## config.mk

```make
export PLATFORM = sky130hd
export DESIGN_NAME = neighbor_builder
export DESIGN_NICKNAME = d
export VERILOG_FILES = /design/src/rtl/neighbor_builder.sv
export SDC_FILE = /design/constraint.sdc
export NUM_CORES = 1
export LEC_CHECK = 0
export ABC_AREA = 1
export ABC_CLOCK_PERIOD_IN_PS = 9500
export CAP_MARGIN = 20
export CORE_AREA = 4 4 212 214
export CTS_CLUSTER_SIZE = 10
export DETAILED_ROUTE_END_ITERATION = 12
export DIE_AREA = 0 0 216 218
export MAX_ROUTING_LAYER = met4
export PLACE_DENSITY = 0.78
export SYNTH_ARGS = -nofsm -noshare
export SYNTH_HDL_FRONTEND = slang
export SYNTH_SLANG_ARGS = --single-unit
```

## constraint.sdc

```tcl
create_clock -name clk -period 9.5 [get_ports clk]
set_input_delay 1.425 -clock clk [delete_from_list [all_inputs] [get_ports clk]]
set_output_delay 1.425 -clock clk [all_outputs]
set_load 0.02 [all_outputs]
```

## src/rtl/neighbor_builder.sv

```systemverilog
// neighbor_builder: builds the per-vertex adjacency table in RAM_NBR from the
// face list in RAM_OBJ, ahead of the averaging pass.
// Ports: clk, rst (async, active high), start/busy handshake, vertex_count,
//   face_count, RAM_OBJ_* (read-only master), RAM_NBR_* (read/write master),
//   overflow (sticky: a neighbor was dropped because its block was full).
// Option macro NBR_INDEX_CHECK_EN: skip faces holding an index of 0 or above
//   vertex_count and report them on the sticky bad_face output.
// State advances on the falling edge; the RAMs sample on the rising edge, so
// read data for an address driven at one negedge is valid at the next one.
module neighbor_builder #(
    parameter int MAX_NEIGHBOR_COUNT = 10,
    parameter int ADDR_WIDTH         = 9
) (
    input  logic                  clk,
    input  logic                  rst,
    input  logic                  start,
    input  logic [31:0]           vertex_count,
    input  logic [31:0]           face_count,
    input  logic [31:0]           RAM_OBJ_Do,
    input  logic [31:0]           RAM_NBR_Do,
    output logic                  RAM_OBJ_EN,
    output logic [3:0]            RAM_OBJ_WE,
    output logic [ADDR_WIDTH-1:0] RAM_OBJ_A,
    output logic [31:0]           RAM_OBJ_Di,
    output logic                  RAM_NBR_EN,
    output logic [3:0]            RAM_NBR_WE,
    output logic [ADDR_WIDTH-1:0] RAM_NBR_A,
    output logic [31:0]           RAM_NBR_Di,
    output logic                  busy,
`ifdef NBR_INDEX_CHECK_EN
    output logic                  bad_face,
`endif
    output logic                  overflow
);

    localparam logic [31:0] LAST = 32'(MAX_NEIGHBOR_COUNT - 1);
    localparam logic [ADDR_WIDTH-1:0] MAX_A = ADDR_WIDTH'(MAX_NEIGHBOR_COUNT);
    localparam logic [ADDR_WIDTH-1:0] ONE_A = ADDR_WIDTH'(1);

    typedef enum logic [3:0] {
        IDLE, CLEAR, FETCH, PAIR, RD_CNT, SCAN, APPEND, NEXT, DONE
    } state_t;

    state_t                  state;
    logic [31:0]             vi, face, slot, cnt;
    logic [31:0]             a, b, c;
    logic [1:0]              k;
    logic [2:0]              p;
    logic                    ph;
    logic [ADDR_WIDTH-1:0]   base;
    logic [31:0]             src, dst;
    logic [ADDR_WIDTH-1:0]   blk, obj0;

    assign RAM_OBJ_WE = 4'b0;
    assign RAM_OBJ_Di = 32'b0;

    // Pair order within a face: (a,b),(a,c),(b,a),(b,c),(c,a),(c,b).
    always_comb begin
        src = a;
        dst = b;
        case (p)
            3'd1:    begin src = a; dst = c; end
            3'd2:    begin src = b; dst = a; end
            3'd3:    begin src = b; dst = c; end
            3'd4:    begin src = c; dst = a; end
            3'd5:    begin src = c; dst = b; end
            default: begin src = a; dst = b; end
        endcase
    end

    assign blk  = (src[ADDR_WIDTH-1:0] - ONE_A) * MAX_A;
    assign obj0 = vertex_count[ADDR_WIDTH-1:0] * ADDR_WIDTH'(3) + ONE_A;

    always_ff @(negedge clk or posedge rst) begin
        if (rst) begin
            state      <= IDLE;
            busy       <= 1'b0;
            overflow   <= 1'b0;
`ifdef NBR_INDEX_CHECK_EN
            bad_face   <= 1'b0;
`endif
            RAM_OBJ_EN <= 1'b0;
            RAM_OBJ_A  <= '0;
            RAM_NBR_EN <= 1'b0;
            RAM_NBR_WE <= 4'b0;
            RAM_NBR_A  <= '0;
            RAM_NBR_Di <= 32'b0;
            vi         <= 32'b0;
            face       <= 32'b0;
            slot       <= 32'b0;
            cnt        <= 32'b0;
            a          <= 32'b0;
            b          <= 32'b0;
            c          <= 32'b0;
            k          <= 2'b0;
            p          <= 3'b0;
            ph         <= 1'b0;
            base       <= '0;
        end else begin
            case (state)
                IDLE: if (start) begin
                    overflow   <= 1'b0;
`ifdef NBR_INDEX_CHECK_EN
                    bad_face   <= 1'b0;
`endif
                    busy       <= 1'b1;
                    RAM_OBJ_EN <= 1'b1;
                    RAM_NBR_EN <= 1'b1;
                    RAM_NBR_A  <= '0;
                    RAM_NBR_Di <= 32'b0;
                    RAM_NBR_WE <= (vertex_count != 0) ? 4'hf : 4'h0;
                    vi         <= 32'b0;
                    face       <= 32'b0;
                    state      <= CLEAR;
                end
                // One count word zeroed per cycle; the write is already on the bus.
                CLEAR: begin
                    if (vertex_count == 0 || vi + 32'd1 == vertex_count) begin
                        RAM_NBR_WE <= 4'h0;
                        RAM_OBJ_A  <= obj0;
                        k          <= 2'd0;
                        if (vertex_count == 0 || face_count == 0) begin
                            RAM_OBJ_EN <= 1'b0;
                            RAM_NBR_EN <= 1'b0;
                            state      <= DONE;
                        end else begin
                            state <= FETCH;
                        end
                    end else begin
                        vi        <= vi + 32'd1;
                        RAM_NBR_A <= RAM_NBR_A + MAX_A;
                    end
                end
                FETCH: begin
                    case (k)
                        2'd0: begin
                            a         <= RAM_OBJ_Do;
                            RAM_OBJ_A <= RAM_OBJ_A + ONE_A;
                            k         <= 2'd1;
                        end
                        2'd1: begin
                            b         <= RAM_OBJ_Do;
                            RAM_OBJ_A <= RAM_OBJ_A + ONE_A;
                            k         <= 2'd2;
                        end
                        default: begin
                            c     <= RAM_OBJ_Do;
                            p     <= 3'd0;
                            state <= PAIR;
`ifdef NBR_INDEX_CHECK_EN
                            if (a == 0 || a > vertex_count ||
                                b == 0 || b > vertex_count ||
                                RAM_OBJ_Do == 0 || RAM_OBJ_Do > vertex_count) begin
                                bad_face <= 1'b1;
                                p        <= 3'd5;
                                state    <= NEXT;
                            end
`endif
                        end
                    endcase
                end
                PAIR: begin
                    if (src == dst) begin
                        state <= NEXT;
                    end else begin
                        base      <= blk;
                        RAM_NBR_A <= blk;
                        state     <= RD_CNT;
                    end
                end
                RD_CNT: begin
                    cnt       <= RAM_NBR_Do;
                    slot      <= 32'd1;
                    RAM_NBR_A <= base + ONE_A;
                    state     <= SCAN;
                end
                // With cnt==0 the slot-1 data is stale and must be ignored.
                SCAN: begin
                    if (cnt == 0 ||
                        (RAM_NBR_Do != dst && slot == cnt)) begin
                        if (cnt < LAST) begin
                            RAM_NBR_A  <= base + cnt[ADDR_WIDTH-1:0] + ONE_A;
                            RAM_NBR_Di <= dst;
                            RAM_NBR_WE <= 4'hf;
                            ph         <= 1'b0;
                            state      <= APPEND;
                        end else begin
                            overflow <= 1'b1;
                            state    <= NEXT;
                        end
                    end else if (RAM_NBR_Do == dst) begin
                        state <= NEXT;
                    end else begin
                        slot      <= slot + 32'd1;
                        RAM_NBR_A <= RAM_NBR_A + ONE_A;
                    end
                end
                // Neighbor slot first, then the bumped count.
                APPEND: begin
                    if (!ph) begin
                        RAM_NBR_A  <= base;
                        RAM_NBR_Di <= cnt + 32'd1;
                        ph         <= 1'b1;
                    end else begin
                        RAM_NBR_WE <= 4'h0;
                        state      <= NEXT;
                    end
                end
                NEXT: begin
                    if (p == 3'd5) begin
                        if (face + 32'd1 == face_count) begin
                            RAM_OBJ_EN <= 1'b0;
                            RAM_NBR_EN <= 1'b0;
                            state      <= DONE;
                        end else begin
                            face      <= face + 32'd1;
                            RAM_OBJ_A <= RAM_OBJ_A + ONE_A;
                            k         <= 2'd0;
                            state     <= FETCH;
                        end
                    end else begin
                        p     <= p + 3'd1;
                        state <= PAIR;
                    end
                end
                DONE: begin
                    RAM_NBR_WE <= 4'h0;
                    busy       <= 1'b0;
                    state      <= IDLE;
                end
                default: state <= IDLE;
            endcase
        end
    end

endmodule
```

==> out/metrics.cfg <==
[cts]
cts_buffers = 38
cts.sinks = 296
ctsLongestPathBuffers = 3
path_clk_slew_ps = 40
clkLatencyLatePin_ps = 570
postCtsHoldBufs = 0
cts_tree = built
clockRootBuffer = clkbuf_16
cts_setup_buffers = 0
cts-htree-levels = 2
post_cts_resized = 0

[drt]
drcViolationCount = 0
drt_wl_total_mm = 74.91
drt_pre_antenna_iters = 5
final_antenna_net_count = 0
first_iter_violations = 2749
wl_per_cell_um = 16.80
num_vias = 24460
vias_per_cell = 5.486

[finish]
final_cells = 4458
drive_gt1_frac = 0.02921
nets = 4023
area_delta_synth_final_pct = 15.28

[floorplan]
die-width_um = 216
rows = 76
core-area_um2 = 42890
die_h_um = 218
io_pins = 225
initial_core_util = 0.5293
fp.dieArea_um2 = 47090

[flow_run]
maxCapViolCount = 0

[pwr]
leakagePower_uw = 0.01299
power_density_nw_per_um2 = 289.8
finalPower_uw = 7585
peakVddDrop_mv = 0.1978
swShare = 0.4916
clkPwrFrac = 0.179
p_sw_uw = 3729
p_int_uw = 3856
power_frac_seq = 0.291
combPwrFrac = 0.530

[grt]
grt.overflow.total = 0
grt_pass1_wl_mm = 119.1
antenna_found_initial = 4
grt_start_max_net_pins = 67
grt_usage = 0.3211
grt_pass1_vias = 22300

[synth]
synth_top_family_by_area = simple AND/OR/NAND/NOR gates
synthArstFlopShare = 1.000
synthAdderAreaFrac = 0.02359
synth_enable_flop_cells = 0
synth_xor_area_frac = 0.02921
ys_seq_elements = 296
synthMuxAreaShare = 0.002315
ys_dominant_reg_cell = dfrtn_1
synth_compound_area_frac = 0.09415
ys_types = 47
yosys.area_share.simple = 0.4206
ys_seq_area_frac = 0.3263
yosys_warnings = 0
netlist_instances = 3693
netlist_area_um2 = 22700
syn_avg_cell_area_um2 = 6.147

[sta]
fin_worst_skew_ps = 19.11
slew-limit-headroom = 0.2831
final_max_slew_viol_count = 0
finalSetupViolations = 0
rsz0062_at_grt = false
hold_viol = 0
worstMarginPinSlew_ps = 1073
hold_ws_ps = 422.2

[setup_path]
cp.arrival_ps = 4200
required_ps = 5160
worstPathMaxFanout = 33
cpMostUsedCell = nand2_1
criticalPathCategory = in2reg
cpPeakStageDelay_ps = 530
worstSetupEndpointType = flop
crit_slowest_cell = clkdlybuf4s50_1
cp_cell_sequence = clkdlybuf4s50_1, nand3_1, nand2_1, inv_1, nand2_1, nor2_1, nand2_1, nor2_1, nand2_1, nand2_2, nand3_2, and2_1, buf_4, nand2_4, nand2_1, nand2_1
start_kind = input port

[status]
status = finished, final reports clean

[hold_path]
hold_class = reg2reg

[place]
gp_congestion = 0.9944
dpl.hpwl_mm = 56.71
place_inst = 4396
numPortBuffers = 188

[metal layers]
layer,GRT usage,share of wire,wire length (um)
met3,0.04779,0.093,6962
met5,-,0,0
met4,0.1131,0.034,2566
met1,0.4492,0.44,32990
met2,0.4784,0.43,32390
[critical path, delay by kind of cell]
| kind | cells | cell delay, ps |
|---|---|---|
| simple gates | 13 | 1810 |
| buf+inv | 3 | 920 |
[final timing paths]
path | from | to | slack [ps] | cells after the start
setup / recovery | RAM_NBR_Do[23] | RAM_NBR_Di[12]$_DFFE_NP0P_ | 960 | 16
hold / removal | RAM_NBR_Di[6]$_DFFE_NP0P_ | RAM_NBR_Di[6]$_DFFE_NP0P_ | 420 | 2
setup reg to reg | p[1]$_DFFE_NP0P_ | RAM_NBR_A[8]$_DFFE_NP0P_ | 4090 | 28
hold reg to reg | RAM_NBR_Di[6]$_DFFE_NP0P_ | RAM_NBR_Di[6]$_DFFE_NP0P_ | 420 | 2
max in group asynchronous | rst | RAM_NBR_A[1]$_DFFE_NP0P_ | 2570 | 3
min in group asynchronous | rst | vi[17]$_DFFE_NP0P_ | 6030 | 2
[cell families after synthesis]
logic type / Yosys count
DFF: 296
AOI/OAI and AO/OA: 409
other: 1
and+or+nand+nor: 2307
xor gates and xnor gates: 71
muxes: 5
adders and majority gates: 41
buffers and inverters: 563
[per-stage QoR]
stage | area, um^2 | setup WS [ps] | setup TNS (ps) | util
floorplan | 22830 | -446.0 | -132020 | -
global placement | 25030 | 505.9 | 0 | 0.5837
detailed placement | 25030 | 484.7 | 0 | 0.5837
CTS | 26160 | 1061 | 0 | 0.6100
global route | 26170 | 746.1 | 0 | 0.6102
finish | 26170 | 961.5 | 0 | 0.6102
[sequential cells by signal, indices dropped and copies added (netlist names), 2 cells and up]
register and flops:
b 32, a 32, vi 32, RAM_NBR_Di 32, RAM_NBR_A 9, slot 32, face 32, RAM_OBJ_A 9
cnt 32, c 32, p 3, base 8, k 2, state 4
[area by class of cell]
| cell class | instances | area, um^2 |
|---|---|---|
| inverter | 427 | 1607 |
| sequential | 296 | 7407 |
| fill | 4175 | 16720 |
| clock inverter | 7 | 56.30 |
| tap | 585 | 732.0 |
| antenna | 4 | 10.01 |
| timing repair buffer | 219 | 2177 |
| clock buffer | 51 | 1071 |
| multi-input combinational | 2869 | 13110 |
[power groups by stage]
stage	Combinational, uW	Clock, uW	Sequential (uW)
3_3_place_gp	3870	0	2200
2_1_floorplan	2730	0	2150
6_report	4020	1360	2200
5_1_grt	4480	1430	2260
3_5_place_dp	3910	0	2200
4_1_cts	3940	1380	2180
[cells in the mapped netlist, types with 34 or more instances]
cell type / n / area (um^2)
nand4_1: 78 / 488.0
nand3_1: 243 / 1216
nand2_1: 1512 / 5675
inv_1: 424 / 1592
a21oi_1: 65 / 325.3
nor3_1: 34 / 170.2
nand3b_1: 41 / 307.8
xor2_1: 46 / 402.9
o21ai_0: 305 / 1526
ha_1: 38 / 475.5
buf_4: 43 / 322.8
dfrtn_1: 296 / 7407
nor2_1: 337 / 1265
clkbuf_1: 65 / 244.0
[cells in the final DEF, fill, tap and decap left out, types with 3 or more instances in the layout]
cell type and n:
nand2_4 3, o21ai_0 305, dfrtn_1 296, and2_1 4, xnor2_1 22, diode_2 4
a221oi_1 4, ha_1 38, o21ai_1 3, nand2_1 1509, buf_4 26, xnor3_1 3
nand3_1 243, nor2_2 5, o22ai_1 10, nand2_2 7, or2_2 7, nand3b_1 41
clkbuf_16 39, buf_12 5, clkinv_2 4, clkdlybuf4s50_1 188, o21bai_1 6, inv_1 423
nor4_1 29, clkbuf_1 7, fa_1 3, nor3_1 34, nand4_1 78, xor2_1 46
conb_1 36, clkbuf_8 5, a21oi_1 65, nor3b_1 5, nor2_1 335, a21o_1 3
mux2i_1 3, o32ai_1 6
Power figures use the tool's default switching activity.
